[src/rtl/sms_timing_pkg.sv]
`default_nettype none
// +----------------------------------------------------------------------+
// | sms_timing_pkg : shared types/constants for the SMS timing ring       |
// | Rev 1.0                                                              |
// +----------------------------------------------------------------------+
package sms_timing_pkg;

  localparam int DEF_PHASES = 10;
  localparam int DEF_TICKS  = 4;
  localparam int DEF_CNT_W  = 16;

  typedef enum logic [1:0] {
    ST_IDLE   = 2'd0,
    ST_PRESET = 2'd1,
    ST_RUN    = 2'd2
  } state_e;

  // Gates are open only inside the phase; first and last tick are guard bands.
  function automatic logic gate_active(input int tick, input int ticks);
    return (tick >= 1) && (tick <= ticks - 2);
  endfunction

endpackage : sms_timing_pkg
`default_nettype wire

[src/rtl/sms_phase_ring.sv]
`default_nettype none
// +----------------------------------------------------------------------+
// | sms_phase_ring : one-hot phase shift register, clear to phase 0       |
// | Rev 1.0                                                              |
// +----------------------------------------------------------------------+
module sms_phase_ring #(
  parameter int PHASES = 10
) (
  input  logic              clk,
  input  logic              rst,
  input  logic              clr,
  input  logic              adv,
  output logic [PHASES-1:0] phase
);

  localparam logic [PHASES-1:0] C_PHASE0 = PHASES'(1);

  logic [PHASES-1:0] phase_d;
  logic [PHASES-1:0] phase_q;

  always_comb begin
    phase_d = phase_q;
    if (clr) begin
      phase_d = C_PHASE0;
    end else if (adv) begin
      phase_d = {phase_q[PHASES-2:0], phase_q[PHASES-1]};
    end
  end

  always_ff @(posedge clk) begin
    if (rst) begin
      phase_q <= C_PHASE0;
    end else begin
      phase_q <= phase_d;
    end
  end

  assign phase = phase_q;

endmodule : sms_phase_ring
`default_nettype wire

[src/rtl/sms_timing_ring.sv]
`default_nettype none
// +----------------------------------------------------------------------+
// | sms_timing_ring : ten-phase DFD timing ring with start/stop control  |
// | Rev 1.0                                                              |
// +----------------------------------------------------------------------+
module sms_timing_ring
  import sms_timing_pkg::*;
#(
  parameter int PHASES = DEF_PHASES,
  parameter int TICKS  = DEF_TICKS,
  parameter int CNT_W  = DEF_CNT_W
) (
  input  logic              clk,
  input  logic              rst,
  input  logic              start,
  input  logic              stop_req,
  input  logic              single_cycle,
  output logic [PHASES-1:0] phase_gate,
  output logic              set_n,
  output logic              reset_n,
  output logic              cycle_end,
  output logic              running,
  output logic [CNT_W-1:0]  cycle_count
);

  localparam int             TW        = $clog2(TICKS);
  localparam logic [TW-1:0]  TICK_LAST = TW'(TICKS - 1);

  state_e             state_d, state_q;
  logic [TW-1:0]      tick_d, tick_q;
  logic               stop_d, stop_q;
  logic [CNT_W-1:0]   cycle_count_d, cycle_count_q;
  logic               ring_clr, ring_adv;
  logic [PHASES-1:0]  ring;
  logic               end_now;

  logic [PHASES-1:0]  phase_gate_d, phase_gate_q;
  logic               set_n_d, set_n_q;
  logic               reset_n_d, reset_n_q;
  logic               cycle_end_d, cycle_end_q;
  logic               running_d, running_q;

  sms_phase_ring #(
    .PHASES (PHASES)
  ) u_ring (
    .clk   (clk),
    .rst   (rst),
    .clr   (ring_clr),
    .adv   (ring_adv),
    .phase (ring)
  );

  always_comb begin
    state_d       = state_q;
    tick_d        = tick_q;
    stop_d        = stop_q;
    cycle_count_d = cycle_count_q;
    ring_clr      = 1'b0;
    ring_adv      = 1'b0;
    end_now       = (state_q == ST_RUN) && (tick_q == TICK_LAST) && ring[PHASES-1];

    case (state_q)
      ST_IDLE: begin
        ring_clr = 1'b1;
        tick_d   = '0;
        stop_d   = 1'b0;
        if (start) begin
          state_d = ST_PRESET;
        end
      end
      ST_PRESET: begin
        ring_clr = 1'b1;
        tick_d   = '0;
        state_d  = ST_RUN;
      end
      ST_RUN: begin
        stop_d = stop_q | stop_req;
        if (tick_q == TICK_LAST) begin
          tick_d   = '0;
          ring_adv = 1'b1;
        end else begin
          tick_d = tick_q + TW'(1);
        end
        // A stop requested on the final tick itself still ends this cycle.
        if (end_now) begin
          cycle_count_d = cycle_count_q + CNT_W'(1);
          if (stop_q || stop_req || single_cycle) begin
            state_d = ST_IDLE;
            stop_d  = 1'b0;
          end
        end
      end
      default: begin
        state_d = ST_IDLE;
      end
    endcase

    // Outputs are registered images of the current internal state.
    phase_gate_d = ((state_q == ST_RUN) && gate_active(int'(tick_q), TICKS)) ? ring : '0;
    set_n_d      = (state_q != ST_PRESET);
    reset_n_d    = !end_now;
    cycle_end_d  = end_now;
    running_d    = (state_q != ST_IDLE);
  end

  always_ff @(posedge clk) begin
    if (rst) begin
      state_q       <= ST_IDLE;
      tick_q        <= '0;
      stop_q        <= 1'b0;
      cycle_count_q <= '0;
      phase_gate_q  <= '0;
      set_n_q       <= 1'b1;
      reset_n_q     <= 1'b1;
      cycle_end_q   <= 1'b0;
      running_q     <= 1'b0;
    end else begin
      state_q       <= state_d;
      tick_q        <= tick_d;
      stop_q        <= stop_d;
      cycle_count_q <= cycle_count_d;
      phase_gate_q  <= phase_gate_d;
      set_n_q       <= set_n_d;
      reset_n_q     <= reset_n_d;
      cycle_end_q   <= cycle_end_d;
      running_q     <= running_d;
    end
  end

  assign phase_gate  = phase_gate_q;
  assign set_n       = set_n_q;
  assign reset_n     = reset_n_q;
  assign cycle_end   = cycle_end_q;
  assign running     = running_q;
  assign cycle_count = cycle_count_q;

endmodule : sms_timing_ring
`default_nettype wire

[config.mk]
export PLATFORM = sky130hd
export DESIGN_NAME = sms_timing_ring
export DESIGN_NICKNAME = d
export VERILOG_FILES = /design/src/rtl/sms_timing_pkg.sv /design/src/rtl/sms_phase_ring.sv /design/src/rtl/sms_timing_ring.sv
export SDC_FILE = /design/constraint.sdc
export NUM_CORES = 1
export LEC_CHECK = 0
export CORE_MARGIN = 5
export CORE_UTILIZATION = 31
export DETAILED_ROUTE_END_ITERATION = 16
export HOLD_SLACK_MARGIN = 0.1
export SYNTH_ARGS = -nofsm -noshare
export SYNTH_HDL_FRONTEND = slang
export SYNTH_SLANG_ARGS = --single-unit
export TNS_END_PERCENT = 10
[constraint.sdc]
create_clock -name clk -period 3.45 [get_ports clk]
set_clock_uncertainty 0.05 [all_clocks]
set_input_delay 0.69 -clock clk [delete_from_list [all_inputs] [get_ports clk]]
set_output_delay 0.69 -clock clk [all_outputs]
set_load 0.03 [all_outputs]
# == Yosys cells after proc, flatten, opt, wreduce, memory -nomap -nowiden ==
# Cells that the tools add are included.
# op_classes
add_sub_neg,2
multipliers,0
div_mod_pow,0
order_cmp,2
n_eq_ne,7
shifts,0
n_mux,12
bitwise,2
reduce_logical,16
# ops
op,count
$add 16x1->16 const B,1
$mux 2,4
$pmux 2 s3,1
$reduce_bool 2->1,3
$reduce_or 2->1,3
$mux 1,5
$eq 2x2->1 const B,2
$logic_and 1x1->1,4
$ne 2x1->1 const B,2
$ne 2x2->1 const B,2
$pmux 2 s2,1
$reduce_and 3->1,1
$add 2x1->2 const B,1
$eq 2x1->1 const B,1
$ge 2x1->1 const B,1
$le 2x2->1 const B,1
$logic_not 2->1,1
$logic_or 1x1->1,2
$pmux 1 s2,1
$reduce_and 2->1,1
$logic_not 1->1,1
$not 1->1,1
$or 1x1->1,1
# totals
register_bits,45
latchBits,0
mem_bits_rw,0
rom_bits,0
elab_cells,51
memories,0

# == Logic depth before layout (Yosys ltp) ==
# Gate-level depths: netlist of run 1.
# depth
word_depth,5
depth_mapped,6
depth_no_buf,5

# == Cells and area by module ==
# A second synthesis of run 1 with hierarchy kept.
# hier_totals
hier_cells,172
area_unflattened_um2,1734.2
# modules_own_cells
mod,n_inst,cells_per_inst,area_per_inst_um2
sms_timing_ring,1,139,1370.1
sms_phase_ring,1,33,364.1

# == Least setup slack after synthesis of run 1 ==
# OpenSTA, ideal clock, no wires.
# synth_path
path_kind,input to register
from,input port rst
to,register cycle_count_q[0] (netlist: cycle_count[0])
setup_ps,128
arrival_ps,1573
required_ps,3272
path_slack_ps,1699
stages,4
cell_sequence,clkbuf_1 clkbuf_1 buf_1 nor2_1
# synth_rtl
element,line,source
start: declaration,sms_timing_ring.sv:14,"input logic rst,"
end signal: assignment,sms_timing_ring.sv:121,cycle_count_q <= cycle_count_d;
end: declaration,sms_timing_ring.sv:32,"logic [CNT_W-1:0] cycle_count_d, cycle_count_q;"
# No word-level cell between the ends.

# == Worst setup path after layout of run 1 ==
# layout_path
from,register cycle_count_q[3] (netlist: cycle_count[3])
to,output port cycle_count[3]
# layout_rtl
element,line,source
end: declaration,sms_timing_ring.sv:23,output logic [CNT_W-1:0] cycle_count
# No word-level cell between the ends.

==> results of run 1 <==
-- per-layer routing --
metal | vias to the layer above | share of wire [%]
met3 | 6 | 5.3
met2 | 33 | 45
met5 | - | 0
met1 | 579 | 48
met4 | 0 | 1.7
li1 | 683 | -
-- area by class of cell --
| type | count | area, µm² | share of cell area, % |
|---|---|---|---|
| repair buffers | 35 | 348 | 15.4 |
| multi-input cells | 126 | 788 | 34.9 |
| inverters | 4 | 15.0 | 0.665 |
| flip-flops and latches | 45 | 901 | 39.9 |
| well taps | 72 | 90.1 | 3.99 |
| clock inverters | 3 | 46.3 | 2.05 |
| clock buffers | 5 | 68.8 | 3.05 |
-- where the power goes --
| part | total [mW] | internal [mW] | leakage, nW | switching [mW] |
|---|---|---|---|---|
| sequential | 0.529 | 0.523 | 0.363 | 0.00591 |
| clock | 0.397 | 0.217 | 0.0543 | 0.181 |
| combinational | 0.0290 | 0.0140 | 0.407 | 0.0150 |
| total | 0.955 | 0.754 | 0.825 | 0.201 |
-- cell usage in the layout (no fill, tap or decap), types with 4 or more instances in the layout --
| cell type | n |
|---|---|
| dfxtp_1 | 45 |
| and2_1 | 10 |
| nor3_1 | 7 |
| inv_1 | 4 |
| xnor2_1 | 7 |
| nand2b_1 | 5 |
| clkbuf_8 | 5 |
| nor2_1 | 19 |
| nand2_1 | 23 |
| nand3_1 | 6 |
| a21oi_1 | 18 |
| clkdlybuf4s50_1 | 34 |
-- registers in the layout, summed over array words and instances, names as in the netlist --
signal        cells
cycle_count      16
phase_gate       10
u_ring.phase     10
state_q           2
tick_q            2
cycle_end         1
reset_n           1
running           1
set_n             1
stop_q            1
-- logic make-up (layout without fill, tap and decap cells) --
| family | Yosys count | after routing | synth area share, % |
|---|---|---|---|
| DFF | 45 | 45 | 51.8 |
| adders and majority gates | 2 | 2 | 1.44 |
| xor gates and xnor gates | 9 | 9 | 4.53 |
| muxes | 4 | 4 | 2.52 |
| AOI/OAI and AO/OA | 22 | 22 | 6.90 |
| and+or+nand+nor | 89 | 89 | 29.9 |
| buffers and inverters | 13 | 47 | 2.95 |
-- synthesized netlist by cell type, drive strengths merged, types with 3 or more instances --
| cell type | count |
|---|---|
| nor2 | 19 |
| nand3 | 7 |
| buf | 3 |
| nand2b | 5 |
| nand2 | 23 |
| nor2b | 3 |
| nor3 | 7 |
| nor4 | 5 |
| dfxtp | 45 |
| a21oi | 18 |
| clkbuf | 6 |
| inv | 4 |
| xnor2 | 7 |
| and2 | 10 |
| mux2 | 3 |
-- per-stage QoR --
stage                     instances  hold WS, ns  instance area [µm²]
after floorplan                 184        0.385                 1740
after global placement          282        0.404                 2140
after detailed placement        282        0.404                 2140
after CTS                       290        0.422                 2260
after global routing            290        0.436                 2260
final                           290        0.417                 2260
-- path summary, 6_finish.rpt --
kind	from	slack [ns]	depth (start not counted)	to
hold / removal	u_ring.phase[6]$_SDFFE_PP0P_	0.42	2	u_ring.phase[6]$_SDFFE_PP0P_
setup reg to reg	state_q[1]$_SDFFE_PP0P_	1.36	4	cycle_count[14]$_SDFFE_PP0P_
hold reg to reg	u_ring.phase[6]$_SDFFE_PP0P_	0.42	2	u_ring.phase[6]$_SDFFE_PP0P_
setup / recovery	cycle_count[3]$_SDFFE_PP0P_	1.21	1	cycle_count[3]
==> summary by stage, run 1 <==
Logic synthesis
The mean area per synthesized cell is 9.46 µm². The number of nets produced by synthesis is roughly 190. The mapped cell area is about 0.0017 mm². The portion of synthesized cell area occupied by the leading cell type is 51.8%.

The number of unique standard cell types used by synthesis is 34. The share of synthesized registers carrying an async set or reset is 0%. The sequential cell area fraction in the yosys report is 51.8%. The Yosys step of the flow raised 0 warnings. In this run, synthesis produced a sequential element count of 45. The main flop type after synthesis is dfxtp_1. dfxtp_1 takes more of the synthesized area than any other cell. Yosys attributes the largest share of cell area to dfxtp_1 (52%), a21oi_1 (5.2%), nand2_1 (5.0%). The count of flip-flops with a built-in enable after synthesis is 0.

The count of mapped cells out of synthesis is approximately 180.

Detailed routing
The routed wire length is about 3200 µm. The number of DRC violations after detailed routing is 0. After detailed routing, the average wire length per cell comes to around 11 µm. Detailed routing inserted a total of between 1,000 and 1,500 vias. The count of nets left with antenna violations once routing finished came out at 0. The detailed router finished its first iteration with 47 violations.

Before antenna repair, the detailed router went through 4 iterations. Dividing the detail-routed via count by the number of cells gives roughly 4.5.

Global route
The initial antenna violation count was 0. Global routing consumed, on the met2 layer, approximately 15% of the routing resources. The global routing's busiest layer is met2. In the global route stage, met1 resource usage came out at 11.5%. The number of global-route vias before repair is 1,214.

Global routing finished with a remaining overflow of 0. The first-pass GRT wire length is ~5400 µm. The pin count of the biggest net entering global routing is 22. The global-route track usage on met3 is under 10%. For this run, the total global-route usage over all layers was measured as a little under a tenth.

STA
Setup repair after global routing left no endpoint under its margin. The highest clock frequency the design can meet is between 400 and 500 MHz. The setup TNS is 0 ns. The final-report hold violation count came to 0. The worst-case setup margin in the final layout is approximately 1.2 ns. The final critical path time including I/O delays and setup is 2.24 ns.

The final number of setup-violating endpoints is 0. The transition time at the pin with the least slew margin is between 0.6 and 0.7 ns. The final critical path takes up ~65% of the cycle. The final count of pins violating max slew is 0. Headroom to the max-slew limit came out at roughly 55%.

Worst setup path
The buffering stage count on the worst path with inverters included is 1. The critical-path maximum fanout is 7. The worst endpoint required time is 2.71 ns. The type of the setup path with the least slack is flop to output port.

The data arrival time at the worst-slack endpoint is 1.50 ns. In this design, the largest share of critical-path delay is due to buffers and inverters. The critical path goes through clkdlybuf4s50_1. The sort of element at the end of the critical path is an output port. The master of the slowest instance on the critical path is clkdlybuf4s50_1.

The largest single stage delay on the critical path is 0.73 ns. STA classifies the critical path startpoint as a flop.

CTS
The hold-fix buffer count after cts is 0. After clock tree synthesis, the clock-pin slew on the worst setup and hold paths is 0.08 ns. The clock tree from TritonCTS is yes. The cell sitting at the root of the clock tree is a clkbuf_8. The count of H-tree levels built during CTS is 2. The total setup buffers inserted after CTS is 0. The number of CTS-inserted buffers is 5. The total number of clock tree sinks is 45. The clock passes through at most 2 buffers.

The insertion delay of the later-clocked pin in the worst-skew pair is roughly 0.3 ns. Post-CTS repair changed the size of 0 cells.

Power
The analysis attributes to cell leakage a power of 0.825 nW. The design draws approximately 0.96 mW. The worst-case IR drop observed on VDD is 0.185 mV.

Dividing total power by cell area gives a power density of between 400 and 500 mW/mm².

Floorplan
The die footprint is roughly 0.0072 mm². In this run the vertical extent of the chip is roughly 85 µm. For this design the top-level I/O count stands at 35. Once the floorplan was initialized, standard cells occupied a little under a third of the core. The floorplan step defined a core boundary enclosing around 0.0055 mm². From left edge to right edge, the die measures between 80 and 90 µm. The number of cell rows is 27.

Placement
Detailed placement finished with a half-perimeter wire length of between 2000 and 2500 µm. The final RePlAce weighted congestion is between 0.6 and 0.7. The count of input and output buffers is 34.

OpenSTA, run right after detailed placement, puts the worst setup slack at 1.13 ns.

Layout
Cells fill 41.2% of the core in the end. The repair_antennas step left the layout with diodes totalling 0. In the final layout, the share of cells above drive strength 1 is slightly below 9%. In the final design database the tool counted approximately 220 nets. After filler insertion, the fill cell instance count of the layout stands at 550.

The area growth from synthesis to layout is 29.7%.

Run status
The flow ran to the end, and the final reports show no timing, DRC or antenna violations.

Run
The tool flagged a number of max-cap violations equal to 0.

Min path
The worst hold-check path type is flop to flop.
Power figures use the tool's default switching activity.
==> run 2, diff against run 1 <==
clock period = 2 ns   (was 3.45 ns; I/O delays follow)
==> summary by stage, run 2 (synthesized netlist as in run 1, its figures left out) <==
Layout
The final layout net count was 230 (was 224). The number of flip-flops in the largest register is 16 (unchanged). The final standard cell area without fillers is 0.00231 mm² (was 0.00226 mm²). The number of non-filler instances in the completed layout was 296 (was 290). The most common library cell in the layout ignoring fill and taps is dfxtp_1 (unchanged). The number of diodes added for antenna fixing is 0 (unchanged). The synthesis-to-layout area growth was 32.7% (was 29.7%). Commonest non-fill, non-tap cells in the layout: dfxtp_1 (45), clkdlybuf4s50_1 (33), nand2_1 (23) (was dfxtp_1 (45), clkdlybuf4s50_1 (34), nand2_1 (23)).

The fraction of layout instances using a drive strength above 1 is 11.2% (was 8.72%).

STA
The final count of pins violating max slew was 0 (unchanged). The final number of setup-violating endpoints was 0 (unchanged). The final-report hold violation count is 0 (unchanged).

The transition time at the pin with the least slew margin is 0.400 ns (was 0.675 ns). The post-route clock period utilization is a little over nine tenths. Unrepaired setup endpoints after global routing: no (unchanged). The highest clock frequency the design can meet is 521 MHz.

The final critical path time including I/O delays and setup is around 1.9 ns. The tightest slew margin relative to the limit came to 73.3% (was 54.8%). The setup TNS is 0 ns (unchanged).

Worst setup path
The worst endpoint required time was 1.55 ns (was 2.71 ns). The peak per-stage delay on the critical path is 0.72 ns (was 0.73 ns). The buffering stage count on the worst path with inverters included is 1 (unchanged). The cell family with the largest share of critical-path delay is buffers and inverters (unchanged). Series of cell instances along the critical path: clkdlybuf4s50_1 (unchanged). The sort of element at the end of the critical path was an output port (unchanged).

The startpoint type of the worst setup path was a flop (unchanged). The data arrival time at the worst-slack endpoint is 1.47 ns (was 1.50 ns). The master of the slowest instance on the critical path is clkdlybuf4s50_1 (unchanged). The type of the setup path with the least slack is flop to output port (unchanged).

The critical-path maximum fanout is 5 (was 7).

Detailed routing
The number of detailed-route iterations in the first pass came to 4 (unchanged). The detailed router's first-iteration violation count was 58 (was 47). The routed wire length was 3330 µm (was 3200 µm). The via density per instance came to 4.54 (was 4.49). The number of DRC violations after detailed routing is 0 (unchanged). The detail-routed net length per standard cell was 11.3 µm (was 11.0 µm). The via count of the routed design is 1,344 (was 1,301). The count of antenna-violating nets left after detailed routing was 0 (unchanged).

Power
The power density relative to cell area came to 724 mW/mm² (was 423 mW/mm²). The maximum resistive drop on vdd was 0.261 mV (was 0.185 mV). The register share of total power is 54.2% (was 55.4%). The leakage power summed over all cells was 0.875 nW (was 0.825 nW).

The clock power share is 42.1% (was 41.6%). The cell-internal power is 1.34 mW (was 0.754 mW). The overall power after layout is 1.67 mW (was 0.955 mW). The switching power total came to 0.336 mW (was 0.201 mW). The switching power as a share of total power is 20.1% (was 21.1%). The combinational share of power is 3.7% (was 3.0%).

Placement
The final RePlAce weighted congestion is 0.721 (was 0.660). The post-placement cell area is 0.00219 mm² (was 0.00214 mm²). The number of cells after detailed placement is 288 (was 282). The count of input and output buffers is 34 (unchanged).

The detailed placer's ending HPWL is 2470 µm (was 2230 µm).

Global route
The number of global-route vias before repair is 1,302 (was 1,214). The pin count of the biggest net entering global routing is 21 (was 22). The first-pass GRT wire length is 5800 µm (was 5440 µm). The total track usage is 9.76% (was 9.33%). The initial antenna violation count was 0 (unchanged). The global-route congestion overflow total is 0 (unchanged).

Run
The count of max-cap constraint violations is 0 (unchanged).

CTS
The number of CTS-inserted buffers is 5 (unchanged). The clock slew seen by the registers of the worst setup and hold paths came to 0.08 ns (about the same). The insertion delay of the later-clocked pin in the worst-skew pair is 0.29 ns (was 0.30 ns). The count of H-tree levels built during CTS is 2 (unchanged). The buffer levels on the longest clock path is 2 (unchanged).

The hold-fix buffer count after cts is 0 (unchanged). The cell chosen for the clock root is clkbuf_8 (unchanged). The total number of clock tree sinks is 45 (unchanged). The clock tree from TritonCTS was yes (unchanged).

Floorplan
The total I/O pin count is 35 (unchanged). The initial core utilization came to 31.8% (unchanged). The core box area is 0.00547 mm² (unchanged). The number of cell rows is 27 (unchanged).

The vertical die dimension was 84.9 µm (unchanged). The die footprint is 0.00721 mm² (unchanged). The horizontal extent of the die is 84.9 µm (unchanged).

Min path
The worst hold-check path type is flop to flop (unchanged).

Run status
Result of the run: finished clean (unchanged).
-- run 2: cell count changes in the layout (fill, tap and decap cells not counted), sizes merged --
cell / change
clkdlybuf4s50: -1
dlymetal6s2s: +1
buf: +6
clkbuf: +1
clkinv: -1
-- run 2: what timing repair did --
action	CTS	global route
resized for setup	0	1
hold endpoints to repair	0	0
setup buffers	0	0
setup endpoints to repair	0	1
-- run 2: final cells by class --
class,instances,area [µm²]
flip-flops and latches,45,901
multi-input cells,126,788
clock inverters,2,37.5
clock buffers,6,82.6
well taps,72,90.1
fillers,559,3160
inverters,4,15.0
repair buffers,41,395
-- run 2: tightest hold or removal path: stages (launching register included) --
cell and delay [ns]:
dfxtp_1 0.32, nand2_1 0.05, a21oi_1 0.05
-- run 2: per-layer routing --
| metal | share of wire, % | track usage [%] |
|---|---|---|
| met3 | 5.1 | 2.91 |
| met2 | 46 | 16.3 |
| met5 | 0 | 0 |
| met4 | 1.7 | 4.32 |
| met1 | 47 | 11.6 |
-- run 2: path summary, 6_finish.rpt --
kind | from | to | slack, ns | depth (start not counted)
setup reg to reg | tick_q[0]$_SDFFE_PP0P_ | cycle_count[14]$_SDFFE_PP0P_ | 0.21 | 5
hold / removal | u_ring.phase[6]$_SDFFE_PP0P_ | u_ring.phase[6]$_SDFFE_PP0P_ | 0.42 | 2
hold reg to reg | u_ring.phase[6]$_SDFFE_PP0P_ | u_ring.phase[6]$_SDFFE_PP0P_ | 0.42 | 2
setup / recovery | cycle_count[4]$_SDFFE_PP0P_ | cycle_count[4] | 0.08 | 1
-- run 2: metrics by stage --
step / hold WS [ns] / utilization, % / worst slack, ns
after global placement: 0.404 / 40.0 / 0.277
after CTS: 0.418 / 42.2 / 0.0474
after floorplan: 0.385 / - / 0.264
final: 0.416 / 42.2 / 0.0809
after detailed placement: 0.406 / 40.0 / 0.232
after global routing: 0.435 / 42.2 / 0.00169
-- run 2: power groups by stage --
| stage | clock network (mW) | logic (mW) | registers, mW |
|---|---|---|---|
| floorplan | 0 | 0.0330 | 0.932 |
| global placement | 0 | 0.0620 | 0.928 |
| detailed placement | 0 | 0.0622 | 0.928 |
| CTS | 0.725 | 0.0624 | 0.907 |
| global route | 0.759 | 0.0677 | 0.908 |
| finish | 0.705 | 0.0620 | 0.907 |
